File: config.mk
export PLATFORM = sky130hd
export DESIGN_NAME = mod_counter_flat
export DESIGN_NICKNAME = d
export VERILOG_FILES = /design/src/rtl/mod_counter_pkg.sv /design/src/rtl/mod_counter_if.sv /design/src/rtl/mod_step_adder.sv /design/src/rtl/mod_counter.sv /design/src/flat_wrapper.sv
export SDC_FILE = /design/constraint.sdc
export NUM_CORES = 1
export LEC_CHECK = 0
export BUFFER_PORTS_ARGS = -buffer_cell sky130_fd_sc_hd__buf_2
export CORE_MARGIN = 2
export CORE_UTILIZATION = 55
export CTS_BUF_LIST = sky130_fd_sc_hd__clkbuf_4
export CTS_CLUSTER_DIAMETER = 120
export DETAILED_ROUTE_END_ITERATION = 10
export GPL_TIMING_DRIVEN = 0
export MAX_ROUTING_LAYER = met4
export PLACE_DENSITY = 0.82
export SLEW_MARGIN = 20
export SYNTH_ARGS = -nofsm -noshare
export SYNTH_HDL_FRONTEND = slang
export SYNTH_SLANG_ARGS = --single-unit
File: constraint.sdc
create_clock -name clk -period 3.04 [get_ports clk]
set_input_delay 0.608 -clock clk [delete_from_list [all_inputs] [get_ports clk]]
set_output_delay 0.608 -clock clk [all_outputs]
set_load 0.005 [all_outputs]
File: src/rtl/mod_counter_pkg.sv
// Shared types for the modulo counter slice.
// The count direction is named so the adder reads in the design's own terms.
package mod_counter_pkg;

  typedef enum logic {
    DIR_DOWN = 1'b0,
    DIR_UP   = 1'b1
  } dir_e;

endpackage

File: src/rtl/mod_counter_if.sv
// Control and status bundle of the modulo counter.
// The master drives the controls; the slave is the counter itself.
interface mod_counter_if #(
  parameter int WIDTH = 8
);
  logic             en;
  logic             up;
  logic [WIDTH-1:0] step;
  logic             sat;
  logic             load;
  logic [WIDTH-1:0] load_val;
  logic [WIDTH-1:0] count;
  logic             tc;
  logic             wrapped;
  logic             at_max;
  logic             at_min;

  modport master (
    output en, up, step, sat, load, load_val,
    input  count, tc, wrapped, at_max, at_min
  );

  modport slave (
    input  en, up, step, sat, load, load_val,
    output count, tc, wrapped, at_max, at_min
  );
endinterface

File: src/rtl/mod_step_adder.sv
// Combinational step of the modulo counter: applies step mod MODULO in either direction
// and resolves the end stop by wrapping or saturating.
module mod_step_adder
  import mod_counter_pkg::*;
#(
  parameter int     WIDTH  = 8,
  parameter longint MODULO = 256
) (
  input  logic [WIDTH-1:0] a,
  input  logic [WIDTH-1:0] b,
  input  dir_e             dir,
  input  logic             sat,
  output logic [WIDTH-1:0] next,
  output logic             tc_n,
  output logic             wrap_n
);
  localparam int               SUM_W = WIDTH + 1;
  localparam logic [SUM_W-1:0] MOD_V = SUM_W'(MODULO);
  localparam logic [SUM_W-1:0] MAX_V = SUM_W'(MODULO - 1);

  logic [SUM_W-1:0] a_w;
  logic [SUM_W-1:0] b_m;
  logic [SUM_W-1:0] res;
  logic             unused_msb;

  // Every result is below MODULO, so the extra sum bit is always zero at the output.
  always_comb begin
    a_w    = {1'b0, a};
    b_m    = {1'b0, b} % MOD_V;
    res    = a_w;
    tc_n   = 1'b0;
    wrap_n = 1'b0;
    if (dir == DIR_UP) begin
      res = a_w + b_m;
      if (res > MAX_V) begin
        tc_n = 1'b1;
        if (sat) begin
          res = MAX_V;
        end else begin
          res    = res - MOD_V;
          wrap_n = 1'b1;
        end
      end else begin
        tc_n = (res == MAX_V);
      end
    end else begin
      if (a_w >= b_m) begin
        res  = a_w - b_m;
        tc_n = (res == '0);
      end else begin
        tc_n = 1'b1;
        if (sat) begin
          res = '0;
        end else begin
          res    = a_w + (MOD_V - b_m);
          wrap_n = 1'b1;
        end
      end
    end
    {unused_msb, next} = res;
  end
endmodule

File: src/rtl/mod_counter.sv
// Parametrised up/down modulo counter with load, enable, programmable step,
// wrap/saturate mode and cascadable terminal-count / carry-borrow pulses.
module mod_counter
  import mod_counter_pkg::*;
#(
  parameter int     WIDTH   = 8,
  parameter longint MODULO  = 256,
  parameter longint RST_VAL = 0
) (
  input  logic          clk,
  input  logic          rst_n,
  mod_counter_if.slave  bus
);
  localparam int               SUM_W = WIDTH + 1;
  localparam logic [SUM_W-1:0] MAX_V = SUM_W'(MODULO - 1);
  localparam logic [WIDTH-1:0] MAX_W = MAX_V[WIDTH-1:0];
  localparam logic [WIDTH-1:0] RST_W = WIDTH'(RST_VAL);

  logic [WIDTH-1:0] count_q;
  logic             tc_q;
  logic             wrapped_q;
  logic [WIDTH-1:0] next_count;
  logic             next_tc;
  logic             next_wrap;
  logic [WIDTH-1:0] load_clamped;

  mod_step_adder #(
    .WIDTH  (WIDTH),
    .MODULO (MODULO)
  ) u_adder (
    .a      (count_q),
    .b      (bus.step),
    .dir    (dir_e'(bus.up)),
    .sat    (bus.sat),
    .next   (next_count),
    .tc_n   (next_tc),
    .wrap_n (next_wrap)
  );

  assign load_clamped = ({1'b0, bus.load_val} > MAX_V) ? MAX_W : bus.load_val;

  // Load beats enable; an idle cycle holds the count and clears both pulses.
  always_ff @(posedge clk or negedge rst_n) begin
    if (!rst_n) begin
      count_q   <= RST_W;
      tc_q      <= 1'b0;
      wrapped_q <= 1'b0;
    end else if (bus.load) begin
      count_q   <= load_clamped;
      tc_q      <= 1'b0;
      wrapped_q <= 1'b0;
    end else if (bus.en) begin
      count_q   <= next_count;
      tc_q      <= next_tc;
      wrapped_q <= next_wrap;
    end else begin
      tc_q      <= 1'b0;
      wrapped_q <= 1'b0;
    end
  end

  assign bus.count   = count_q;
  assign bus.tc      = tc_q;
  assign bus.wrapped = wrapped_q;
  assign bus.at_max  = (count_q == MAX_W);
  assign bus.at_min  = (count_q == '0);
endmodule
File: src/flat_wrapper.sv
// flat-port wrapper written by rule: the top's interface ports become plain ports
module mod_counter_flat import mod_counter_pkg::*;
#(
  parameter int     WIDTH   = 8,
  parameter longint MODULO  = 256,
  parameter longint RST_VAL = 0
)
  (clk, rst_n, bus_en, bus_up, bus_step, bus_sat, bus_load, bus_load_val, bus_count, bus_tc, bus_wrapped, bus_at_max, bus_at_min);
  mod_counter_if #(.WIDTH(WIDTH)) bus_i ();
  input  logic clk;
  input  logic rst_n;
  input wire logic [$bits(bus_i.en)-1:0] bus_en;
  input wire logic [$bits(bus_i.up)-1:0] bus_up;
  input wire logic [$bits(bus_i.step)-1:0] bus_step;
  input wire logic [$bits(bus_i.sat)-1:0] bus_sat;
  input wire logic [$bits(bus_i.load)-1:0] bus_load;
  input wire logic [$bits(bus_i.load_val)-1:0] bus_load_val;
  output wire logic [$bits(bus_i.count)-1:0] bus_count;
  output wire logic [$bits(bus_i.tc)-1:0] bus_tc;
  output wire logic [$bits(bus_i.wrapped)-1:0] bus_wrapped;
  output wire logic [$bits(bus_i.at_max)-1:0] bus_at_max;
  output wire logic [$bits(bus_i.at_min)-1:0] bus_at_min;
  assign bus_i.en = bus_en;
  assign bus_i.up = bus_up;
  assign bus_i.step = bus_step;
  assign bus_i.sat = bus_sat;
  assign bus_i.load = bus_load;
  assign bus_i.load_val = bus_load_val;
  assign bus_count = bus_i.count;
  assign bus_tc = bus_i.tc;
  assign bus_wrapped = bus_i.wrapped;
  assign bus_at_max = bus_i.at_max;
  assign bus_at_min = bus_i.at_min;
  mod_counter #(.WIDTH(WIDTH), .MODULO(MODULO), .RST_VAL(RST_VAL)) u_core (.clk(clk), .rst_n(rst_n), .bus(bus_i));
endmodule
==> results.tsv <==
stage	metric	value	unit
cells_and_area	final std cells w/o fill	244	
floorplan	io pins	34	
cells_and_area	area of the multi-input gates	0.001017	mm2
sta	number of hold violations in the final report	0	
setup_path	crit path DAT	2.83	ns
synthesis	proportion of netlist area held by the largest area contributor	0.1840	
cells_and_area	layout cell share with drive strength beyond 1	0.2009	
clock_network	root buffer selected by CTS	clkbuf_4	
cells_and_area	Area Overhead vs Synth	16.56	%
sta	Final Max Slew Viols	0	
synthesis	cell count after synthesis	178	
pwr	standby leakage power	0.7533	nW
clock_network	Inserted Clock Buffers	3	
min_path	class of the most critical hold timing path	in -> async	
routing	DR iter-0 viols	64	
setup_path	sequence of cells on the critical path	ha_1 -> fa_1 -> nor2b_1 -> o311ai_2 -> nand3_1 -> a41o_1 -> nand2_1 -> a21oi_1 -> a221o_1	
routing	number of antenna-violating nets in the routed design	0	
sta	Sum Neg Setup Slack	0	ns
pwr	largest voltage drop on the vdd net	0.3069	mV
placed_design	number of placed instances with taps included	241	
synthesis	Synth Area per Inst	7.641	um2
cells_and_area	FF+latch area	250.2	um2
setup_path	worst-case register-to-register setup slack	0.36	ns
routing	count of unresolved DRC violations after routing	0	
routing	vias per cell	5.754	
synthesis	largest area contributor in the synthesized netlist	dfrtp_1	
synthesis	synth warn	0	
cells_and_area	Fillers	211	
cells_and_area	net count of the finished layout	256	
floorplan	die area	0.002886	mm2
placed_design	Post-DP HPWL	2784	um
routing	total iterations of the first detailed-routing run	4	
synthesis	number of distinct library cells after synthesis	37	
clock_network	H-tree lvl count	1	
global_route	gr usage total	0.2769	
job	Max Cap Viol	0	
synthesis	post-synthesis sequential area ratio	0.1840	
cells_and_area	final core utilization	0.6578	
cells_and_area	leading cell types in the layout, fill and taps excluded	buf_2 (35), a21oi_1 (21), nor2_1 (20), inv_1 (16), ha_1 (16)	
sta	final count of negative-setup-slack endpoints	0	
placed_design	count of input and output buffers	33	
synthesis	leading post-synthesis cells by cell area	dfrtp_1 (18%), ha_1 (15%), a21oi_1 (7.7%)	
setup_path	required arrival time at the worst endpoint	3.19	ns
floorplan	vertical die dimension	53.73	um
cells_and_area	most common cell after layout, fill and taps aside	buf_2	
clock_network	total setup buffers inserted after CTS	0	
routing	WL final	3363	um
sta	transition time at the pin with the least slew margin	0.5454	ns
sta	max frequency	373.5	MHz
synthesis	Seq cells post-synth	10	
floorplan	die extent in x	53.73	um
setup_path	crit start category	register	
global_route	pin count of the biggest net entering global routing	11	
placed_design	Routability Congestion	0.9371	
routing	WL per Instance	13.78	um
setup_path	maximum fanout count along the critical path	8	
setup_path	delay of the slowest critical-path stage	0.42	ns
sta	post-route minimum period	2.677	ns
cells_and_area	ant diodes	0	
global_route	global-route wire length before repair	5616	um
setup_path	kind of critical path	reg -> reg	
sta	final worst-path cycle share	0.8806	
setup_path	highest-delay cell along the critical path	dfrtp_1	
clock_network	Bufs on Longest Clock Path	2	
clock_network	Hold Buf Count CTS	0	
sta	Fin Clk Skew	0.003008	ns
clock_network	clock-pin slew on the worst setup and hold paths	0.06	ns
floorplan	# rows	18	
floorplan	effective utilization at floorplan	0.5644	
sta	RSZ-0062 raised after global routing	no	
pwr	power density over cell area	436.4	mW/mm2
setup_path	endpoint class of the critical path	register	
global_route	number of antenna violations at the first check in global routing	0	
clock_network	clock tree from TritonCTS	yes	
clock_network	TritonCTS Sinks	10	
clock_network	clock latency reported for the late side of the worst-skew pair	0.27	ns
sta	worst slew margin relative to its limit	0.6339	
status	status	finished clean	
synthesis	netlist area before placement	0.001360	mm2
global_route	via count of the first global-routing pass	1303	
routing	vias after detailed routing	1404	
synthesis	Post-Synthesis Net Count	218	
floorplan	Std-Cell Core Area	0.002410	mm2
clock_network	Resize count post-CTS	0	
global_route	total congestion overflow	0	
==> layout make-up <==
class	instances	share of cell area
multi-input combinational	146	0.6417
clock buffer	3	0.01421
timing repair buffer	33	0.1042
inverter	16	0.03788
tap	30	0.02368
sequential	10	0.1579
buffer	6	0.02052
==> cells in the mapped netlist (all sizes together) <==
| cell | n |
|---|---|
| fa | 2 |
| inv | 16 |
| o31ai | 1 |
| nand4 | 7 |
| nand3b | 1 |
| dfrtp | 10 |
| a311oi | 1 |
| xnor2 | 7 |
| o21ai | 7 |
| a21o | 2 |
| a211o | 1 |
| or4 | 3 |
| o21a | 3 |
| o211ai | 5 |
| nand2b | 8 |
| a41o | 1 |
| nand2 | 7 |
| nor3b | 1 |
| clkbuf | 2 |
| o31a | 1 |
| a31oi | 3 |
| nor2 | 20 |
| a21oi | 21 |
| buf | 4 |
| a22oi | 5 |
| nor2b | 8 |
| nand3 | 1 |
| nor3 | 6 |
| o21bai | 1 |
| and4b | 1 |
| o311ai | 1 |
| a221o | 1 |
| xor2 | 4 |
| ha | 16 |
==> where the power goes <==
group / internal [mW] / leakage (nW) / total (mW) / switching [mW]
Combinational: 0.188 / 0.616 / 0.422 / 0.234
Clock: 0.0456 / 0.0138 / 0.0888 / 0.0431
Sequential: 0.151 / 0.124 / 0.181 / 0.0306
Total: 0.384 / 0.753 / 0.692 / 0.308
==> state kept, by name, summed over array words and instances (netlist names) <==
name	flops
u_core.bus.wrapped	1
u_core.bus.count	8
u_core.bus.tc	1
==> path summary, 6_finish.rpt <==
path | from | endpoint | depth (start not counted)
max | u_core.bus.count[0] | u_core.bus.count[0] | 9
min | rst_n | u_core.bus.count[3] | 1
max reg2reg | u_core.bus.count[0] | u_core.bus.count[0] | 9
min reg2reg | u_core.bus.count[4] | u_core.bus.count[4] | 2
max in group asynchronous | rst_n | u_core.bus.wrapped | 1
min in group clk | bus_load_val[0] | u_core.bus.count[0] | 2
==> worst max-delay path: cells and delay by family, from the launching register on <==
family / cells / cell delay (ns)
AO/OA/AOI/OAI: 4 / 1.04
adder cells (fa/ha/maj): 2 / 0.68
flip-flops: 1 / 0.42
AND/OR/NAND/NOR: 3 / 0.42
==> per-stage QoR <==
step / setup slack [ns] / area (um2) / hold WS, ns / power, mW
4_1_cts: 0.3816 / 1585 / 0.1789 / 0.6916
3_3_place_gp: 0.1547 / 1563 / 0.4727 / 0.5852
6_report: 0.3628 / 1585 / 0.1810 / 0.6918
5_1_grt: 0.2337 / 1585 / 0.1840 / 0.7629
2_1_floorplan: 0.4827 / 1360 / 0.3124 / 0.4882
3_5_place_dp: 0.1336 / 1563 / 0.4726 / 0.6001
==> cells by family (layout without fill, tap and decap cells) <==
logic type	after synthesis	after routing	synth area share
AND/OR/NAND/NOR	63	63	0.2429
AO/OA/AOI/OAI	54	54	0.2576
buffers and inverters	22	58	0.06808
adder cells (fa/ha/maj)	18	18	0.1766
XOR/XNOR	11	11	0.07084
flip-flops	10	10	0.1840
==> layer usage <==
metal / GRT usage / vias up / wire [um]
li1: - / 706 / -
met1: 0.3208 / 633 / 1403
met2: 0.4898 / 55 / 1626
met3: 0.008333 / 10 / 247
met4: 0.1325 / 0 / 85
met5: - / - / 0
Note: power is estimated with default switching activity, not from simulation.
